--- src/rtl/conv_row_scheduler.sv ---
// Row/column sequencer for one padded convolution pass: walks virtual rows (pad + real),
// fetches each real row via req/ack, then streams IMG_W column indices via valid/ready.
module conv_row_scheduler #(
   parameter int IMG_H = 640,
   parameter int IMG_W = 640,
   parameter int PAD   = 1,
   parameter int CW    = 15
) (
   input  logic          clk,
   input  logic          reset,
   input  logic          start_i,
   input  logic          row_ack_i,
   input  logic          col_ready_i,
   output logic          busy_o,
   output logic          row_req_o,
   output logic [CW-1:0] row_idx_o,
   output logic          row_pad_o,
   output logic          first_row_o,
   output logic          last_row_o,
   output logic          col_valid_o,
   output logic [CW-1:0] col_idx_o,
   output logic          frame_done_o
);

   localparam logic [CW-1:0] V_LAST   = CW'(IMG_H + 2*PAD - 1);
   localparam logic [CW-1:0] COL_LAST = CW'(IMG_W - 1);
   localparam logic [CW-1:0] PAD_C    = CW'(PAD);
   localparam logic [CW:0]   H_C      = (CW+1)'(IMG_H);

   typedef enum logic [1:0] {IDLE, FETCH, SCAN, DONE} state_t;

   state_t        state_q, state_d;
   logic [CW-1:0] v_q, v_d;
   logic [CW-1:0] col_q, col_d;

   // Offset of the virtual row from the first real row; a borrow means a top pad row.
   logic [CW:0] rel;
   logic        pad_row, active;

   assign rel     = {1'b0, v_q} - {1'b0, PAD_C};
   assign pad_row = rel[CW] | ({1'b0, rel[CW-1:0]} >= H_C);
   assign active  = (state_q == FETCH) || (state_q == SCAN);

   always_ff @(posedge clk or posedge reset) begin
      if (reset) begin
         state_q <= IDLE;
         v_q     <= '0;
         col_q   <= '0;
      end else begin
         state_q <= state_d;
         v_q     <= v_d;
         col_q   <= col_d;
      end
   end

   always_comb begin
      state_d = state_q;
      v_d     = v_q;
      col_d   = col_q;
      case (state_q)
         IDLE: begin
            if (start_i) begin
               state_d = FETCH;
               v_d     = '0;
               col_d   = '0;
            end
         end
         FETCH: begin
            // Pad rows need no memory traffic and always advance after one cycle.
            if (pad_row || row_ack_i) state_d = SCAN;
         end
         SCAN: begin
            if (col_ready_i) begin
               if (col_q == COL_LAST) begin
                  col_d = '0;
                  if (v_q == V_LAST) begin
                     state_d = DONE;
                     v_d     = '0;
                  end else begin
                     state_d = FETCH;
                     v_d     = v_q + CW'(1);
                  end
               end else begin
                  col_d = col_q + CW'(1);
               end
            end
         end
         DONE: begin
            state_d = IDLE;
            v_d     = '0;
            col_d   = '0;
         end
         default: state_d = IDLE;
      endcase
   end

   assign busy_o       = (state_q != IDLE);
   assign row_req_o    = (state_q == FETCH) && !pad_row;
   assign row_idx_o    = (active && !pad_row) ? rel[CW-1:0] : '0;
   assign row_pad_o    = active && pad_row;
   assign first_row_o  = active && (v_q == '0);
   assign last_row_o   = active && (v_q == V_LAST);
   assign col_valid_o  = (state_q == SCAN);
   assign col_idx_o    = col_q;
   assign frame_done_o = (state_q == DONE);

endmodule

--- config.mk ---
export PLATFORM = sky130hd
export DESIGN_NAME = conv_row_scheduler
export DESIGN_NICKNAME = d
export VERILOG_FILES = /design/src/rtl/conv_row_scheduler.sv
export SDC_FILE = /design/constraint.sdc
export NUM_CORES = 1
export LEC_CHECK = 0
export CAP_MARGIN = 20
export CORE_ASPECT_RATIO = 0.6
export CORE_MARGIN = 4
export CORE_UTILIZATION = 40
export DETAILED_ROUTE_END_ITERATION = 12
export PLACE_DENSITY = 0.74
export REMOVE_ABC_BUFFERS = 1
export SYNTH_ARGS = -nofsm -noshare
export SYNTH_HDL_FRONTEND = slang
export SYNTH_SLANG_ARGS = --single-unit
--- constraint.sdc ---
create_clock -name clk -period 2.3 [get_ports clk]
set_input_delay 0.46 -clock clk [delete_from_list [all_inputs] [get_ports clk]]
set_output_delay 0.46 -clock clk [all_outputs]
set_load 0.01 [all_outputs]
==> reports/results.ini <==
[detailed_routing]
wl_per_cell_um=16.7
drtPass1Iterations=4
drt_iter0_markers=189
vias=2319
drc=0
ant_nets=0
viasPerCell=5.51
finalWirelength_mm=7.04

[setup_path]
crit_arrival_ns=2.41
r2r-start=v_q[2]
cp-end-kind=output pin
critPathLaunchType=flip-flop
cp_max_fo=3
critPathLaunch=v_q[2]
crit_type=reg -> out
required_ns=1.84

[global_routing]
grt_usage_pct=20.4
grt_pass1_wl_mm=11.1
grt_overflow=0
grt_start_max_net_pins=33
use_met2_pct=31.4
grt_pass1_vias=2194
met1_usage_pct=29.7
antenna_found_initial=0
met3_usage_pct=3.61
busiest_layer=met2

[logic_synthesis]
yosysTopAreaCellShare_pct=35.6
synth-simple-area-share_pct=29.1
syn_area_per_cell_um2=8.44
synth_edf_count=0
synth_mux_area_share_pct=0.500
yosys-top-cells-area=dfrtp_1 36%, ha_1 5.0%, nor2_1 4.8%
ys_types=49
ys.flop_type=dfrtp_1
synth-async-reset-ratio_pct=100
postSynthCellCount=267
synth_compound_area_share_pct=16.0
synth_area_um2=2250
yosysSeqAreaShare_pct=35.6
synthAdderAreaFrac_pct=5.00
synth-seq-cells=32
synth_xor_area_share_pct=6.61
synth_top_family_by_area=simple AND/OR/NAND/NOR gates
ys_warn_count=0
synth_top_cell_by_area=dfrtp_1

[cells_and_area]
num_antenna_cells=0
fin_nets=368
multi_input_area_um2=1460
drive_above_1_share_pct=31.8
fin_area_um2=3310
fin_util_pct=63.1
fillers=432
layout_commonest_cell=buf_4
syn_to_final_growth_pct=47.2
final_cell_mix=50 x buf_4, 30 x dfrtp_1, 26 x nand2_1
seq_area_um2=803

[timing]
clock_skew_ns=0.0105
hold_viol_final=0
clock.fmax_mhz=348
maxSlewViolCount=0
tightest_slew_ns=0.582
tns_ns=-6.76
fin_ws_ns=-0.572
final-setup-viol-count=17
fin_crit_sh_pct=125
rsz0062_at_grt=yes
max-slew-margin-rel_pct=60.8
min_period_ns=2.87

[cts]
clk_pin_slew_ns=0.08
insertion_delay_ns=0.29
numCtsBuffers=5
root_buffer=clkbuf_8
cts.sinks=32
cts_tree=yes
cts_buffer_depth=2
h-tree-depth=2

[power]
p_per_area_nw_per_um2=948
ir_drop_mv=0.429
leakagePower_nw=1.57

[floorplan]
start_util_pct=42.9
core_area_um2=5260
die_area_um2=6930
die_width_um=105
die_h_um=66.1
num_rows=20
pin_count=42

[placed_design]
dp_hpwl_mm=4.84
gp_congestion=0.854
dpl_cell_area_um2=2950
port_buffers=36

[run_status]
status=finished, violations left
violations=setup timing

[min_path]
hold_path.startpoint=col_idx_o[1]
holdCritPathClass=reg -> reg

[job]
drv_cap=0

## synth_stat cells, drive strengths merged (2+ instances only)
| master | instances |
|---|---|
| a21oi | 6 |
| nor4b | 2 |
| or4 | 2 |
| xor2 | 12 |
| a21o | 3 |
| nor2 | 29 |
| nor2b | 4 |
| clkbuf | 8 |
| nand4b | 2 |
| dfrtp | 32 |
| nand3b | 2 |
| xnor2 | 5 |
| nor4 | 6 |
| o31ai | 2 |
| nand3 | 12 |
| o21ai | 31 |
| and3 | 8 |
| buf | 12 |
| a2bb2oi | 3 |
| nor3 | 7 |
| or3 | 6 |
| nand2 | 27 |
| ha | 9 |
| inv | 9 |
| and2 | 5 |
| a31oi | 5 |
| nand4 | 7 |
## layout make-up
| class | count | area share, % |
|---|---|---|
| inverters | 9 | 1.02 |
| clock buffers | 5 | 2.08 |
| flip-flops and latches | 32 | 24.2 |
| repair buffers | 95 | 25.4 |
| well taps | 66 | 2.49 |
| clock inverters | 3 | 0.717 |
| multi-input cells | 211 | 44.1 |
## cell families (layout without fill, tap and decap cells)
logic type,Yosys count,count (layout)
and+or+nand+nor,122,123
adders and majority gates,9,9
AOI/OAI and AO/OA,56,56
other,1,5
buffers and inverters,29,112
muxes,1,1
xor gates and xnor gates,17,17
DFF,32,32
## path summary, 6_finish.rpt
path | to | slack [ns] | depth (start not counted)
max | row_pad_o | -0.57 | 7
min | col_idx_o[1] | 0.54 | 2
max reg2reg | state_q[0] | -0.08 | 9
min reg2reg | col_idx_o[1] | 0.54 | 2
max in group asynchronous | v_q[4] | 1.41 | 3
min in group asynchronous | v_q[2] | 0.56 | 3
## worst max-delay path, cell delays in order (launching register included)
cell and delay [ns]:
dfrtp_1 0.39, or4_4 0.57, nor4b_4 0.26, xnor2_1 0.15, o2111a_2 0.29, buf_6 0.13, and2b_2 0.21, buf_6 0.11
## what timing repair did
| item | 4_1_cts | 5_1_grt |
|---|---|---|
| buffers inserted | 6 | 5 |
| pin swaps | 17 | 11 |
| gates cloned | 1 | 1 |
| resized for setup | 81 | 30 |
| endpoints found under the setup margin | 14 | 30 |
| hold buffers | 0 | 0 |
## per-stage QoR
step / power [mW] / setup WS, ns / hold WS, ns / instances
after floorplan: 1.54 / -0.219 / 0.442 / 251
after global placement: 2.33 / -0.569 / 0.509 / 400
after detailed placement: 2.39 / -0.659 / 0.515 / 400
after CTS: 2.99 / -0.633 / 0.537 / 415
after global routing: 3.33 / -0.685 / 0.575 / 421
final: 3.14 / -0.572 / 0.542 / 421
## power breakdown
| part | internal [mW] | switching, mW | total, mW |
|---|---|---|---|
| clock | 0.214 | 0.239 | 0.453 |
| combinational | 0.941 | 1.10 | 2.04 |
| sequential | 0.611 | 0.0357 | 0.647 |
| total | 1.77 | 1.37 | 3.14 |
## routing by layer
layer	vias to the layer above	routed length (um)	part of all wire (%)
met4	0	93	1.3
met1	1106	3230	46
met5	-	0	0
li1	1109	-	-
met2	95	3160	45
met3	9	553	7.9
## flip-flops by register name, summed over array words and instances (netlist names)
register	flops
col_idx_o	15
state_q	2
v_q	15
Power figures use the tool's default switching activity.
